[config.mk]
export PLATFORM = sky130hd
export DESIGN_NAME = mem_access_stage
export DESIGN_NICKNAME = d
export VERILOG_FILES = /design/src/rtl/mem_access_stage_pkg.sv /design/src/rtl/mem_access_stage_mem_wb_reg.sv /design/src/rtl/mem_access_stage.sv
export SDC_FILE = /design/constraint.sdc
export NUM_CORES = 1
export LEC_CHECK = 0
export BUFFER_PORTS_ARGS = -buffer_cell sky130_fd_sc_hd__buf_2
export CAP_MARGIN = 30
export CORE_MARGIN = 2
export CORE_UTILIZATION = 45
export DETAILED_ROUTE_END_ITERATION = 8
export PLACE_DENSITY = 0.75
export SLEW_MARGIN = 5
export SYNTH_ARGS = -nofsm -noshare
export SYNTH_HDL_FRONTEND = slang
export SYNTH_SLANG_ARGS = --single-unit
[constraint.sdc]
create_clock -name clk -period 2.1 [get_ports clk]
set_input_delay 0.21 -clock clk [delete_from_list [all_inputs] [get_ports clk]]
set_output_delay 0.21 -clock clk [all_outputs]
set_load 0.01 [all_outputs]
[src/rtl/mem_access_stage_pkg.sv]
// Shared definitions for the MEM stage: FSM state codes, MEM/WB payload and bubble value.
package mem_access_stage_pkg;

  // Two-bit state encoding; the spare codes fall back to IDLE in the FSM.
  typedef enum logic [1:0] {
    ST_IDLE = 2'b00,
    ST_BUSY = 2'b01
  } state_t;

  typedef struct packed {
    logic [31:0] value;
    logic [4:0]  rd;
    logic        reg_write;
  } memwb_t;

  localparam memwb_t MEMWB_BUBBLE = '{value: '0, rd: '0, reg_write: 1'b0};

  // Memory is word addressed; the byte offset never reaches the port.
  function automatic logic [31:0] word_addr(input logic [31:0] byte_addr);
    return {byte_addr[31:2], 2'b00};
  endfunction

endpackage

[src/rtl/mem_access_stage_mem_wb_reg.sv]
// MEM/WB pipeline register: load, bubble insert (clears write enable, holds rd/value), sync reset.
module mem_wb_reg
  import mem_access_stage_pkg::*;
(
  input  logic   clk,
  input  logic   reset,
  input  logic   load,
  input  logic   bubble,
  input  memwb_t d,
  output memwb_t q
);

  // Register update; load takes priority over bubble.
  always_ff @(posedge clk) begin
    if (reset) begin
      q <= MEMWB_BUBBLE;
    end else if (load) begin
      q <= d;
    end else if (bubble) begin
      q.reg_write <= 1'b0;
    end
  end

endmodule

[src/rtl/mem_access_stage.sv]
// MEM pipeline stage: issues loads/stores on a req/ack data-memory port, owns MEM/WB,
// stalls upstream while an access is outstanding, aborts on timeout.
// Optional macro MEM_MISALIGN_TRAP_EN: misaligned ld/st raise mem_err instead of accessing memory.
module mem_access_stage
  import mem_access_stage_pkg::*;
#(
  parameter int unsigned TIMEOUT_CYCLES = 64,
  parameter int unsigned CNT_W          = 7
) (
  input  logic        clk,
  input  logic        reset,
  input  logic        exmem_valid,
  input  logic [31:0] exmem_result,
  input  logic [31:0] exmem_wdata,
  input  logic [4:0]  exmem_rd,
  input  logic        exmem_regWrite,
  input  logic        exmem_memRead,
  input  logic        exmem_memWrite,
  input  logic        exmem_memToReg,
  output logic        dmem_req,
  output logic        dmem_we,
  output logic [31:0] dmem_addr,
  output logic [31:0] dmem_wdata,
  input  logic        dmem_ack,
  input  logic [31:0] dmem_rdata,
  output logic        stall,
  output logic [31:0] valueToWB,
  output logic [4:0]  rd_MEMWB,
  output logic        regWrite_MEMWB,
  output logic        mem_err
);

  state_t           state_q, state_d;
  logic [CNT_W-1:0] cnt_q;
  logic             is_mem, misalign, timeout;
  logic             issue, done, abort, trap;
  logic             wb_load, wb_bubble;
  memwb_t           wb_d, wb_q;

  assign is_mem  = exmem_valid & (exmem_memRead | exmem_memWrite);
  assign timeout = (cnt_q == CNT_W'(TIMEOUT_CYCLES - 1));
`ifdef MEM_MISALIGN_TRAP_EN
  assign misalign = (exmem_result[1:0] != 2'b00);
`else
  assign misalign = 1'b0;
`endif

  // Next-state, stall and MEM/WB control; ack beats timeout in the same cycle.
  always_comb begin
    state_d   = state_q;
    stall     = 1'b0;
    issue     = 1'b0;
    done      = 1'b0;
    abort     = 1'b0;
    trap      = 1'b0;
    wb_load   = 1'b0;
    wb_bubble = 1'b0;
    wb_d      = '{value: exmem_result, rd: exmem_rd, reg_write: exmem_regWrite};
    case (state_q)
      ST_IDLE: begin
        if (is_mem && misalign) begin
          trap      = 1'b1;
          wb_bubble = 1'b1;
        end else if (is_mem) begin
          stall     = 1'b1;
          issue     = 1'b1;
          wb_bubble = 1'b1;
          state_d   = ST_BUSY;
        end else if (exmem_valid) begin
          wb_load = 1'b1;
        end else begin
          wb_bubble = 1'b1;
        end
      end
      ST_BUSY: begin
        if (dmem_ack) begin
          done       = 1'b1;
          wb_load    = 1'b1;
          wb_d.value = exmem_memToReg ? dmem_rdata : exmem_result;
          state_d    = ST_IDLE;
        end else if (timeout) begin
          // Stall is released on the abort cycle so the dead instruction leaves EX/MEM.
          abort     = 1'b1;
          wb_bubble = 1'b1;
          state_d   = ST_IDLE;
        end else begin
          stall     = 1'b1;
          wb_bubble = 1'b1;
        end
      end
      default: begin
        wb_bubble = 1'b1;
        state_d   = ST_IDLE;
      end
    endcase
  end

  // State register.
  always_ff @(posedge clk) begin
    if (reset) state_q <= ST_IDLE;
    else       state_q <= state_d;
  end

  // Timeout counter: cleared on issue, counts BUSY cycles, saturates.
  always_ff @(posedge clk) begin
    if (reset) begin
      cnt_q <= '0;
    end else if (issue) begin
      cnt_q <= '0;
    end else if (state_q == ST_BUSY && cnt_q != '1) begin
      cnt_q <= cnt_q + 1'b1;
    end
  end

  // Data-memory port drivers, held stable from issue until ack or abort.
  always_ff @(posedge clk) begin
    if (reset) begin
      dmem_req   <= 1'b0;
      dmem_we    <= 1'b0;
      dmem_addr  <= '0;
      dmem_wdata <= '0;
    end else if (issue) begin
      dmem_req   <= 1'b1;
      dmem_we    <= exmem_memWrite;
      dmem_addr  <= word_addr(exmem_result);
      dmem_wdata <= exmem_wdata;
    end else if (done || abort) begin
      dmem_req <= 1'b0;
    end
  end

  // Sticky error flag.
  always_ff @(posedge clk) begin
    if (reset)              mem_err <= 1'b0;
    else if (abort || trap) mem_err <= 1'b1;
  end

  mem_wb_reg u_mem_wb_reg (
    .clk    (clk),
    .reset  (reset),
    .load   (wb_load),
    .bubble (wb_bubble),
    .d      (wb_d),
    .q      (wb_q)
  );

  assign valueToWB      = wb_q.value;
  assign rd_MEMWB       = wb_q.rd;
  assign regWrite_MEMWB = wb_q.reg_write;

endmodule

==> results.sh <==
export IMPL_min_path_cells=3
export IMPL_multi_input_area_mm2=0.00228
export IMPL_synth_cell_area_mm2=0.00483
export IMPL_start_util_pct=46.5
export IMPL_min_period_over_period_pct=93.4
export IMPL_p_int_w=0.00308
export IMPL_cp_top_family="flip-flops"
export IMPL_seq_power_share_pct=52.7
export IMPL_setup_tns_ns=0
export IMPL_start_kind="flop"
export IMPL_ioPinCount=215
export IMPL_clk_latency_ns=0.36
export IMPL_postLayoutCoreUtil_pct=58.7
export IMPL_nets=852
export IMPL_antenna_left=0
export IMPL_hold_path_class="primary input to flop"
export IMPL_setup_viol=0
export IMPL_area_growth_pct=26.0
export IMPL_overflow=0
export IMPL_antenna_found_initial=0
export IMPL_core_area_mm2=0.0104
export IMPL_rsz0062_at_grt="no"
export IMPL_grtUsageTotal_pct=24.6
export IMPL_cts_max_level=3
export IMPL_p_leak_nw=2.64
export IMPL_hold_viol_final=0
export IMPL_critical_path_depth=5
export IMPL_rows=37
export IMPL_fillCellCount=956
export IMPL_maxSlewHeadroom_pct=50.8
export IMPL_clockBufferDepth=2
export IMPL_status="finished clean"
export IMPL_place_port_buffers=212
export IMPL_period_needed_ns=1.96
export IMPL_critPathRequiredTime_ns=1.89
export IMPL_clkTransAtPathRegs_ns=0.11
export IMPL_grt_max_degree=50
export IMPL_num_vias=5013
export IMPL_postCtsSetupBuffers=0
export IMPL_place_gp_congestion=0.883
export IMPL_p_sw_share_pct=29.5
export IMPL_worst_slew_pin_slew_ns=0.738
export IMPL_drt_first_pass_iters=5
export IMPL_switching_power_w=0.00129
export IMPL_layout_drive_gt1_share_pct=36.9
export IMPL_die_area_mm2=0.0116
export IMPL_ir_worst_vdd_mv=0.410
export IMPL_worstPathArrival_ns=1.75
export IMPL_dpl_hpwl_um=10200
export IMPL_rr_worst_depth=3
export IMPL_yosysSeqAreaShare_pct=46.0
export IMPL_slowest_delay_ns=0.36
export IMPL_cp_max_fo=8
export IMPL_grt_pass1_wl_um=23000
export IMPL_cp_slowest_cell="dfxtp_1"
export IMPL_cp_num_buf_inv=1
export IMPL_p_per_area_mw_per_mm2=718
export IMPL_pwr_share_comb_pct=18.9
export IMPL_postCtsHoldBufs=0
export IMPL_grt_pass1_vias=4786
export IMPL_die_w_um=108
export IMPL_critPathKind="flop to primary output"
export IMPL_cts_tree="done"
export IMPL_regArea_mm2=0.00222
export IMPL_holdWs_ns=0.0875
export IMPL_syn_area_per_cell_um2=8.53
export IMPL_wire_per_inst_um=16.4
export IMPL_crit_path_cell_trace="ha_1 -> and4_4 -> a211o_1 -> nand2_1 -> buf_2"
export IMPL_die_y_um=108
export IMPL_ys_ff_latch=111
export IMPL_skew_ns=0.0140
export IMPL_ys_types=36
export IMPL_pwr_share_clk_pct=28.4
export IMPL_cts_buffers=9
export IMPL_drtIter0Drc=339
export IMPL_finalPower_w=0.00436
export IMPL_antennaDiodeCount=0
export IMPL_synth_cells=566
export IMPL_drc=0
export IMPL_endpoint_kind="primary output"
export IMPL_drv_slew=0
export IMPL_cts_sinks=111
export IMPL_drt_vias_per_instance=5.68
export IMPL_detail_route_wirelength_um=14500
export IMPL_yosys_warnings=0
export IMPL_fmax_mhz=510
export IMPL_root_buffer="clkbuf_8"
export IMPL_max_cap_violations=0
[Yosys cell counts]
| library cell | number | area (um2) |
|---|---|---|
| mux2i_1 | 5 | 50.1 |
| a31oi_1 | 2 | 12.5 |
| a311oi_2 | 25 | 375 |
| nor2b_2 | 1 | 8.76 |
| a211o_1 | 5 | 43.8 |
| nand3_1 | 68 | 340 |
| nor4_1 | 2 | 12.5 |
| dfxtp_1 | 111 | 2220 |
| buf_6 | 7 | 78.8 |
| a41oi_1 | 1 | 8.76 |
| inv_1 | 5 | 18.8 |
| nand2_1 | 73 | 274 |
| ha_1 | 1 | 12.5 |
| a21oi_1 | 71 | 355 |
| o21ai_0 | 68 | 340 |
| a211oi_1 | 1 | 7.51 |
| conb_1 | 1 | 3.75 |
| o211ai_1 | 6 | 45.0 |
| buf_2 | 17 | 85.1 |
| o221a_2 | 1 | 11.3 |
| nor4b_4 | 1 | 23.8 |
| nor2b_1 | 1 | 6.26 |
| and4_1 | 2 | 17.5 |
| nor2_2 | 1 | 6.26 |
| or2_1 | 1 | 6.26 |
| a311oi_1 | 7 | 61.3 |
| nand2b_1 | 1 | 6.26 |
| a2111oi_0 | 2 | 17.5 |
| nand2_4 | 1 | 11.3 |
| and3_1 | 2 | 12.5 |
| and2_1 | 1 | 6.26 |
| buf_4 | 4 | 30.0 |
| nor2_1 | 2 | 7.51 |
| or4b_1 | 1 | 10.0 |
| nor3_1 | 33 | 165 |
| clkbuf_1 | 35 | 131 |
[through the flow]
stage	setup slack, ns	cell area [um2]	std cells
after floorplan	0.471	4830	567
after global placement	0.309	5890	867
after CTS	0.0496	6080	883
final	0.138	6080	883
after global routing	0.0494	6080	883
after detailed placement	0.242	5890	867
[sequential cells by signal, summed over array words and instances (netlist names)]
register	count
dmem_req	1
u_mem_wb_reg.q	38
cnt_q	7
dmem_we	1
dmem_addr	30
state_q	1
dmem_wdata	32
mem_err	1
[path summary, 6_finish.rpt]
| path | from | to | slack (ns) |
|---|---|---|---|
| worst min register to register | dmem_we | dmem_we | 0.48 |
| worst max register to register | state_q[0] | u_mem_wb_reg.q[20] | 0.27 |
| worst max-delay path | cnt_q[0] | stall | 0.14 |
| worst min-delay path | exmem_wdata[7] | dmem_wdata[7] | 0.09 |
[routing by layer]
metal  track usage, %  routed length (um)
met5                0                   0
met4             6.87                 227
met3             5.63                1180
met2             41.9                7080
met1             31.2                6010
[layout make-up]
cell class	instances	area share, %
Clock buffer	11	2.49
Timing Repair Buffer	227	19.7
Sequential cell	111	36.5
Clock inverter	5	0.658
Multi-Input combinational cell	388	37.5
Inverter	5	0.309
Tap cell	136	2.80
[tightest hold or removal path: cells and delay by family]
family	cells	cell delay (ns)
compound gates	1	0.05
simple gates	1	0.05
buf+inv	1	0.10
[what timing repair did]
action / in CTS / in global routing
endpoints found under the setup margin: 0 / 1
endpoints found under the hold margin: 0 / 0
resized for setup: 0 / 2
[placed cells by master, fill, tap and decap left out, types with 3 or more instances in the layout]
cell type and count:
a211o_1 5, a21oi_1 71, a311oi_1 7, a311oi_2 25
buf_2 211, buf_4 14, clkbuf_8 11, clkinvlp_4 3
dfxtp_1 111, inv_1 5, mux2i_1 5, nand2_1 73
nand3_1 68, nor3_1 33, o211ai_1 6, o21ai_0 68
[power by group through the flow]
| stage | Clock, W | Combinational, W | Sequential (W) |
|---|---|---|---|
| after floorplan | 0 | 0.000426 | 0.00241 |
| after global placement | 0 | 0.000806 | 0.00234 |
| after detailed placement | 0 | 0.000826 | 0.00235 |
| after CTS | 0.00126 | 0.000826 | 0.00230 |
| after global routing | 0.00135 | 0.000911 | 0.00232 |
| final | 0.00124 | 0.000825 | 0.00230 |
[cells by family after synthesis]
kind of cell | Yosys count | share of synthesized area (%)
buffers and inverters | 68 | 7.13
adders and majority gates | 1 | 0.259
AOI/OAI and AO/OA | 189 | 26.5
muxes | 5 | 1.04
and+or+nand+nor | 191 | 19.0
DFF | 111 | 46.0
other | 1 | 0.0777
No activity file was read; power rests on OpenSTA's default activity.
